--- src/rtl/ex_hazard_ctrl.sv ---
// ex_hazard_ctrl: load-use stall, redirect flush and registered EX forwarding selects for the ID/EX stage.
// Optional HAZARD_PERF_EN adds 32-bit stall/flush cycle counters; without it both perf ports read 0.
module ex_hazard_ctrl #(
    parameter int AW           = 5,
    parameter int LOAD_LAT     = 1,
    parameter int FLUSH_CYCLES = 1
) (
    input  logic          clk,
    input  logic          rst,
    input  logic [AW-1:0] id_rs1_addr,
    input  logic [AW-1:0] id_rs2_addr,
    input  logic          id_uses_rs1,
    input  logic          id_uses_rs2,
    input  logic [AW-1:0] ex_rd_addr,
    input  logic          ex_reg_wen,
    input  logic          ex_is_load,
    input  logic          ex_redirect,
    input  logic [AW-1:0] mem_rd_addr,
    input  logic          mem_reg_wen,
    output logic          stall_pc,
    output logic          stall_if_id,
    output logic          bubble_id_ex,
    output logic          flush_if_id,
    output logic [1:0]    fwd_a_sel,
    output logic [1:0]    fwd_b_sel,
    output logic [31:0]   perf_stall_cnt,
    output logic [31:0]   perf_flush_cnt
);
    typedef enum logic [1:0] {RUN, LSTALL, RDIR} state_t;

    localparam logic [2:0] LCNT = 3'(LOAD_LAT > 1 ? LOAD_LAT - 2 : 0);
    localparam logic [2:0] FCNT = 3'(FLUSH_CYCLES > 1 ? FLUSH_CYCLES - 2 : 0);

    state_t     state;
    logic [2:0] cnt;
    logic       hz_a, hz_b, mem_a, mem_b, load_use, stall, flush;

    assign hz_a     = id_uses_rs1 & ex_reg_wen & (ex_rd_addr != '0) & (ex_rd_addr == id_rs1_addr);
    assign hz_b     = id_uses_rs2 & ex_reg_wen & (ex_rd_addr != '0) & (ex_rd_addr == id_rs2_addr);
    assign mem_a    = id_uses_rs1 & mem_reg_wen & (mem_rd_addr != '0) & (mem_rd_addr == id_rs1_addr);
    assign mem_b    = id_uses_rs2 & mem_reg_wen & (mem_rd_addr != '0) & (mem_rd_addr == id_rs2_addr);
    assign load_use = ex_is_load & (hz_a | hz_b);

    // A redirect in any state wins over stalling; RDIR keeps flushing until its count runs out.
    assign flush        = ~rst & (ex_redirect | (state == RDIR));
    assign stall        = ~rst & ~ex_redirect & ((state == LSTALL) | ((state == RUN) & load_use));
    assign stall_pc     = stall;
    assign stall_if_id  = stall;
    assign flush_if_id  = flush;
    assign bubble_id_ex = stall | flush;

    // Sequencer: the first stall/flush cycle is spent in RUN, so the extra states hold N-1 more cycles.
    always_ff @(posedge clk or posedge rst) begin
        if (rst) begin
            state <= RUN;
            cnt   <= '0;
        end else if (ex_redirect) begin
            state <= (FLUSH_CYCLES > 1) ? RDIR : RUN;
            cnt   <= FCNT;
        end else if (state == RUN) begin
            if (load_use && (LOAD_LAT > 1)) begin
                state <= LSTALL;
                cnt   <= LCNT;
            end
        end else if (cnt == '0) begin
            state <= RUN;
        end else begin
            cnt <= cnt - 3'd1;
        end
    end

    // Forwarding selects travel with the ID/EX register; a bubble carries no operands.
    always_ff @(posedge clk or posedge rst) begin
        if (rst) begin
            fwd_a_sel <= 2'b00;
            fwd_b_sel <= 2'b00;
        end else begin
            fwd_a_sel <= bubble_id_ex ? 2'b00 : (hz_a & ~ex_is_load) ? 2'b01 : mem_a ? 2'b10 : 2'b00;
            fwd_b_sel <= bubble_id_ex ? 2'b00 : (hz_b & ~ex_is_load) ? 2'b01 : mem_b ? 2'b10 : 2'b00;
        end
    end

`ifdef HAZARD_PERF_EN
    // Free-running cycle counters that wrap naturally at 32 bits.
    always_ff @(posedge clk or posedge rst) begin
        if (rst) begin
            perf_stall_cnt <= '0;
            perf_flush_cnt <= '0;
        end else begin
            perf_stall_cnt <= perf_stall_cnt + 32'(stall);
            perf_flush_cnt <= perf_flush_cnt + 32'(flush);
        end
    end
`else
    assign perf_stall_cnt = '0;
    assign perf_flush_cnt = '0;
`endif
endmodule
--- config.mk ---
export PLATFORM = sky130hd
export DESIGN_NAME = ex_hazard_ctrl
export DESIGN_NICKNAME = d
export VERILOG_FILES = /design/src/rtl/ex_hazard_ctrl.sv
export SDC_FILE = /design/constraint.sdc
export NUM_CORES = 1
export LEC_CHECK = 0
export BUFFER_PORTS_ARGS = -buffer_cell sky130_fd_sc_hd__buf_2
export CORE_ASPECT_RATIO = 1.75
export CORE_UTILIZATION = 35
export CTS_CLUSTER_DIAMETER = 150
export DETAILED_ROUTE_END_ITERATION = 8
export GPL_TIMING_DRIVEN = 0
export PLACE_DENSITY_LB_ADDON = 0.12
export SYNTH_ARGS = -nofsm -noshare
export SYNTH_HDL_FRONTEND = slang
export SYNTH_SLANG_ARGS = --single-unit
--- constraint.sdc ---
create_clock -name clk -period 3.3 [get_ports clk]
set_clock_uncertainty 0.2 [all_clocks]
set_input_delay 0.99 -clock clk [delete_from_list [all_inputs] [get_ports clk]]
set_output_delay 0.99 -clock clk [all_outputs]
set_load 0.01 [all_outputs]
After elaboration in Yosys (flattened, before gate mapping)
Cells that the tools add are included.
{ "op_classes": {"addsub": 1, "eq_ne": 8, "muxes": 12, "bitwise_logic": 26, "reduce_logical": 7} }
{ "ops": {"columns": ["op", "n"], "rows": [
  ["equality test 5 bit", 4],
  ["AND 1 bit", 19],
  ["2-to-1 mux 2 bit", 9],
  ["nonzero test 5 bit", 2],
  ["2-to-1 mux 3 bit", 3],
  ["inequality test 2 bit (second input constant)", 2],
  ["OR 1 bit", 4],
  ["AND reduction 2 bit", 2],
  ["zero test 3 bit", 1],
  ["NOT 1 bit", 3],
  ["subtractor 3 x 1 -> 3 bit (second input constant)", 1],
  ["equality test 2 x 1 -> 1 bit (second input constant)", 1],
  ["equality test 2 bit (second input constant)", 1],
  ["zero test 2 bit", 1],
  ["nonzero test 2 bit", 1]
]} }
{ "word_totals": {"ff_bits": 9, "out_inout_bits": 72, "wordCells": 58} }

Longest topological paths before layout
Gate-level depths: netlist of run 1.
{ "logic_depth": {"word_depth": 10, "mapped_depth": 6, "mapped_depth_nobuf": 5} }

Worst setup path after synthesis of run 1
Ideal clock, no wire load.
{ "synth_timing": {"path_kind": "input -> output", "from": "input port ex_rd_addr[0]", "to": "output port stall_pc", "arrival_time_ps": 2384, "required_ps": 2110, "setup_slack_ps": -274, "stages": 6, "path_cell_list": "xor2_1 > nor4_1 > and3_1 > a31oi_1 > nor4_1 > buf_4"} }
{ "synth_via": {"elab_chain_cells": 8, "elab_cells_between_ends": 12, "classes_between": "eq/ne (2); bitwise (9); reduce/logical (1)"} }
{ "synth_rtl": {"columns": ["item", "line_no", "text"], "rows": [
  ["start: declaration", "14", "input logic [AW-1:0] ex_rd_addr,"],
  ["nonzero test 5 bit", "38, 39", null],
  ["AND 1 bit (on tied branches) (2 in series)", "38, 39", null],
  ["OR 1 bit *", "42", "assign load_use = ex_is_load & (hz_a | hz_b);"],
  ["AND 1 bit *", "42", null],
  ["AND 1 bit *", "46", "assign stall = ~rst & ~ex_redirect & ((state == LSTALL) | ((state == RUN) & load_use));"],
  ["OR 1 bit *", "46", null],
  ["AND 1 bit *", "46", null],
  ["end: declaration", "20", "output logic stall_pc,"]
]} }
Every way passes the cells marked *; elsewhere a longest branch is shown, timed or not.

Worst setup path in the final report of run 1
{ "layout_timing": {"from": "input port id_rs2_addr[3]", "to": "output port stall_pc"} }
{ "layout_via": {"elab_chain_cells": 7} }
{ "layout_rtl": {"columns": ["item", "line_no", "text"], "rows": [
  ["start: declaration", "11", "input logic [AW-1:0] id_rs2_addr,"],
  ["equality test 5 bit", "39", "assign hz_b = id_uses_rs2 & ex_reg_wen & (ex_rd_addr != '0) & (ex_rd_addr == id_rs2_addr);"],
  ["AND 1 bit", "39", null],
  ["OR 1 bit", "42", null],
  ["AND 1 bit", "42", null],
  ["AND 1 bit", "46", null],
  ["OR 1 bit", "46", null],
  ["AND 1 bit", "46", null]
]} }
No other way between the ends.

==> run_results.csv, run 1 <==
group,metric,value,unit
power,powerDensity,210,nW/µm²
sta,min_period,3610,ps
yosys,ys.flop_type,"dfrtp_1",
clock_tree,cts_tree,"yes",
cells_and_area,final_cell_area,1520,µm²
sta,rsz0062_at_grt,"yes",
yosys,yosysUniqueCellTypes,22,
global_route,gr-usage-all-layers,13.9,%
routing,viasPerCell,3.74,
yosys,yosys.area.top_type,"buf_4",
critical_path,cpPeakStageDelay,320,ps
status,violations,"negative setup slack",
routing,routed_wl,2190,µm
power,peakVddDrop,0.118,mV
sta,timing.fmax,277,MHz
global_route,antenna_found_initial,0,
cells_and_area,num-nets-final,249,
status,status,"finished, violations left",
place,placed_area,1400,µm²
yosys,yosysWarnings,0,
sta,setup_viol,3,
sta,finalSetupTns,-720,ps
worst_hold_path,min_path_type,"in2async",
yosys,ys_async_sr_fraction,100,%
clock_tree,h-tree-depth,1,
yosys,synthSimpleGateAreaFrac,11.5,%
routing,drc,0,
routing,drt_iter0_drc,5,
sta,hold_viol_final,0,
cells_and_area,syn2layout_area_growth,60.1,%
routing,wl_per_cell,8.92,µm
routing,vias,917,
clock_tree,cts_hold_buf,0,
die,start_util,37.6,%
sta,fin_crit_sh,109,%
yosys,synthesis.area,950,µm²
cells_and_area,drive_above_1_share,51.6,%
yosys,ys_ff_latch,4,
die,core_area,2520,µm²
yosys,synth_xor_area_share,18.4,%
yosys,synth_top_family_by_area,"buffers and inverters",
yosys,synth_edf_count,0,
global_route,grt_pass1_vias,723,
clock_tree,path_clk_slew,30,ps
clock_tree,clockRootBuffer,"clkbuf_8",
die,num_io_pins,100,
critical_path,cpMostUsedCell,"buf_6",
sta,finalMaxSlewViolations,0,
critical_path,crit_path_end_kind,"output pin",
clock_tree,clockBufferDepth,2,
yosys,synth.most_common_cell,"buf_4",
cells_and_area,antennaDiodeCount,0,
cells_and_area,fin_util,60.3,%
routing,ant_nets,0,
global_route,grt_max_degree,7,
sta,setup_ws,-312,ps
critical_path,critPathArrivalTime,2420,ps
yosys,yosys.area.top_type_share,51.4,%
die,die_h,70.9,µm
yosys,synth_compound_area_share,6.98,%
clock_tree,cts_buffers,3,
yosys,synth.area.top_cells,"buf_4 (51%), xor2_1 (15%), dfrtp_1 (11%), nor4_1 (4.0%), xnor2_1 (3.7%)",
yosys,synth_top_cells_by_count,"buf_4 (65), xor2_1 (16), nor4_1 (6), dfrtp_1 (4), xnor2_1 (4)",
place,dp_hpwl,1890,µm
routing,drt-pass1-iter-count,3,
yosys,netlist_instances,115,
job,drv_cap,0,
sta,hold_ws,481,ps
yosys,syn_area_per_cell,8.26,µm²
critical_path,crit_chain,"buf_6 -> xor2_1 -> nor4_1 -> and3_1 -> a31oi_2 -> nor4_2 -> buf_4 -> buf_6",
yosys,yosys-mux-area-fraction,0,%
global_route,grt.overflow.total,0,
clock_tree,numClockSinks,4,
die,die-area,2930,µm²
place,place_congestion,0.827,
critical_path,critPathSlowestCell,"nor4_2",
die,die_x,41.4,µm
critical_path,worstPathMaxFanout,2,
yosys,synth-adder-area-share,0,%
global_route,grt_first_pass_wirelength,2850,µm
power,p_leak,0.947,nW
critical_path,cp-start-kind,"primary input",
yosys,ys_seq_area_share,10.5,%
die,rows,24,
critical_path,crit_required,2110,ps
critical_path,path_class,"in2out",
place,port_buffers,35,
[where the power goes]
group	switching, mW	internal, mW	leakage [nW]	total (mW)
sequential	0.0000558	0.0497	0.0558	0.0497
combinational	0.0792	0.0841	0.869	0.163
clock	0.0285	0.0780	0.0216	0.107
total	0.108	0.212	0.947	0.320
[sequential cells by signal (all words and copies together), names as in the netlist]
| register | count |
|---|---|
| fwd_a_sel | 2 |
| fwd_b_sel | 2 |
[layout by cell type, fill, tap and decap left out, types with 2 or more instances in the layout]
| cell | instances |
|---|---|
| buf_2 | 28 |
| buf_4 | 68 |
| buf_6 | 7 |
| clkbuf_8 | 3 |
| conb_1 | 64 |
| dfrtp_1 | 4 |
| inv_1 | 2 |
| nand2_1 | 2 |
| nand4_1 | 2 |
| nor4_1 | 4 |
| nor4_2 | 2 |
| xnor2_1 | 4 |
| xor2_1 | 16 |
[metrics by stage]
| stage | setup WS, ps | instances | power (mW) |
|---|---|---|---|
| after floorplan | -128 | 178 | 0.167 |
| after global placement | -389 | 239 | 0.200 |
| after detailed placement | -414 | 239 | 0.200 |
| after CTS | -304 | 244 | 0.318 |
| after global routing | -399 | 245 | 0.340 |
| final | -312 | 245 | 0.320 |
[area by class of cell]
class / count / area, µm²
fill: 251 / 1000
multi-input combinational: 107 / 609
buffer: 65 / 488
timing repair buffer: 38 / 241
sequential: 4 / 100
clock buffer: 3 / 41.3
tap: 26 / 32.5
inverter: 2 / 7.51
[worst max-delay path: cells and delay by family]
kind | cells | cell delay [ps]
simple gates | 3 | 870
buf+inv | 3 | 360
xor+xnor | 1 | 150
compound gates | 1 | 60
[worst paths after layout]
path | from | endpoint | slack, ps
worst max-delay path | id_rs2_addr[3] | stall_pc | -310
worst min-delay path | rst | fwd_b_sel[1] | 480
max in group asynchronous | rst | fwd_a_sel[0] | 2250
min in group clk | id_uses_rs2 | fwd_b_sel[1] | 820
[cell families (layout without fill, tap and decap cells)]
family          after synthesis  after routing
flops                         4              4
buf+inv                      67            108
xor+xnor                     20             20
compound gates                7              7
other cells                   1             64
simple gates                 16             16
[routing by layer]
layer | GRT usage [%] | vias up | wire length (µm)
met1 | 11.2 | 392 | 588
li1 | - | 461 | -
met5 | 0 | - | 0
met4 | 8.96 | 0 | 57
met3 | 1.57 | 6 | 255
met2 | 26.6 | 58 | 1280
[timing repair]
action / in CTS / in global routing
buffers inserted: 2 / 1
endpoints found under the setup margin: 3 / 3
gates resized for setup: 8 / 4
pin swaps: 6 / 5
No activity file was read; power rests on OpenSTA's default activity.
==> run 2: changes to the inputs <==
CORE_UTILIZATION = 32   (was 35)
clock period = 3.1 ns   (was 3.3 ns; I/O delays follow)
==> run 2 against run 1 <==
  * The run still ends with negative setup slack left
  * Die area is 9.0% higher
  * Wire length up 5.0%
  * Final cell count up 0.41%
  * Global-route usage down 1.6 points
  * Via count is 1.5% lower
  * Worst hold slack got worse by 63 ps
  * First-iteration DRC count is 20% higher
  * Largest cell class unchanged
  * Largest power group unchanged
==> run_results.csv, run 2 (synthesis results as in run 1) <==
group,metric,value,unit
cells_and_area,seqCellArea,100,µm²
sta,hold_ws,418,ps
sta,timing.fmax,282,MHz
critical_path,critPathSlowestCell,"nor4_2",
critical_path,critPathArrivalTime,2420,ps
sta,min_period,3550,ps
clock_tree,clockBufferDepth,2,
cells_and_area,drive_above_1_share,53.0,%
worst_hold_path,min_path_type,"in2async",
die,core_area,2750,µm²
routing,drc,0,
global_route,grt_first_pass_wirelength,3020,µm
routing,drt_iter0_drc,6,
clock_tree,cts_tree,"yes",
job,drv_cap,0,
global_route,grt.overflow.total,0,
clock_tree,numClockSinks,4,
clock_tree,cts_buffers,3,
clock_tree,clockRootBuffer,"clkbuf_8",
critical_path,cpPeakStageDelay,330,ps
global_route,grt_pass1_vias,732,
critical_path,crit_required,1970,ps
die,start_util,34.5,%
global_route,antenna_found_initial,0,
place,dp_hpwl,1970,µm
clock_tree,cts_hold_buf,0,
clock_tree,path_clk_slew,30,ps
global_route,grt_max_degree,7,
routing,routed_wl,2300,µm
routing,wl_per_cell,9.33,µm
routing,drt-pass1-iter-count,4,
critical_path,cpMostUsedCell,"nor4_2",
die,rows,25,
cells_and_area,multi_input_area,637,µm²
power,peakVddDrop,0.139,mV
place,port_buffers,35,
critical_path,crit_path_end_kind,"output pin",
routing,ant_nets,0,
die,die_h,74.1,µm
sta,setup_ws,-449,ps
die,die-area,3200,µm²
cells_and_area,syn2layout_area_growth,62.2,%
die,die_x,43.2,µm
critical_path,worstPathMaxFanout,2,
routing,viasPerCell,3.67,
sta,finalMaxSlewViolations,0,
routing,vias,903,
power,powerDensity,223,nW/µm²
sta,setup_viol,3,
cells_and_area,final_cell_mix,"buf_4 (68), conb_1 (64), buf_2 (30)",
status,violations,"negative setup slack",
power,p_leak,0.947,nW
cells_and_area,largestRegisters,"fwd_a_sel (2), fwd_b_sel (2)",
power,power,0.343,mW
global_route,gr-usage-all-layers,12.3,%
sta,hold_viol_final,0,
critical_path,cp-start-kind,"primary input",
place,place_ws,-535,ps
die,num_io_pins,100,
critical_path,crit_family,"simple AND/OR/NAND/NOR gates",
critical_path,path_buf_inv,3,
sta,rsz0062_at_grt,"yes",
cells_and_area,fillers,276,
cells_and_area,antennaDiodeCount,0,
sta,finalSetupTns,-1230,ps
place,place_congestion,0.807,
cells_and_area,num-nets-final,249,
cells_and_area,final_common_cell,"buf_4",
sta,fin_crit_sh,114,%
critical_path,path_class,"in2out",
status,status,"finished, violations left",
critical_path,crit_chain,"buf_8 -> xor2_2 -> nor4_2 -> and3_1 -> a31oi_2 -> nor4_2 -> buf_4 -> buf_6",
clock_tree,h-tree-depth,1,
==> run 2: cell counts in the layout (fill, tap and decap cells not counted) <==
No cell type changed its count.
==> run 2: metrics by stage <==
| step | std cells | cell area, µm² | utilization, % |
|---|---|---|---|
| floorplan | 178 | 1190 | - |
| global route | 246 | 1540 | 56.0 |
| CTS | 246 | 1510 | 54.8 |
| detailed placement | 240 | 1400 | 50.9 |
| finish | 246 | 1540 | 56.0 |
| global placement | 240 | 1400 | 50.9 |
==> run 2: repair_timing <==
action	CTS	global route
endpoints found under the setup margin	3	3
setup buffers	3	0
pin swaps	6	1
resized for setup	9	5
==> run 2: layer usage <==
layer  vias up  global-route usage [%]  routed length (µm)
met5         -                       0                   0
met4         0                    7.07                  57
met3         6                    2.43                 246
met2        56                    22.9                1310
met1       381                    12.2                 680
li1        460                       -                   -
==> run 2: cell type report <==
| cell class | count | share of cell area (%) |
|---|---|---|
| plain buffers | 65 | 31.7 |
| well taps | 27 | 2.19 |
| flip-flops and latches | 4 | 6.50 |
| repair buffers | 38 | 15.1 |
| multi-input cells | 107 | 41.3 |
| clock buffers | 3 | 2.68 |
| inverters | 2 | 0.487 |
==> run 2: power breakdown <==
group	internal, mW	leakage [nW]	switching (mW)	total, mW
logic	0.0901	0.869	0.0878	0.178
registers	0.0529	0.0558	0.0000661	0.0529
clock network	0.0830	0.0216	0.0297	0.113
==> run 2: final timing paths <==
path | depth (start not counted) | slack [ps] | startpoint | endpoint
worst min-delay path | 2 | 420 | rst | fwd_a_sel[0]
max in group asynchronous | 2 | 2110 | rst | fwd_b_sel[1]
min in group clk | 2 | 770 | ex_is_load | fwd_a_sel[0]
worst max-delay path | 8 | -450 | id_rs2_addr[0] | stall_pc
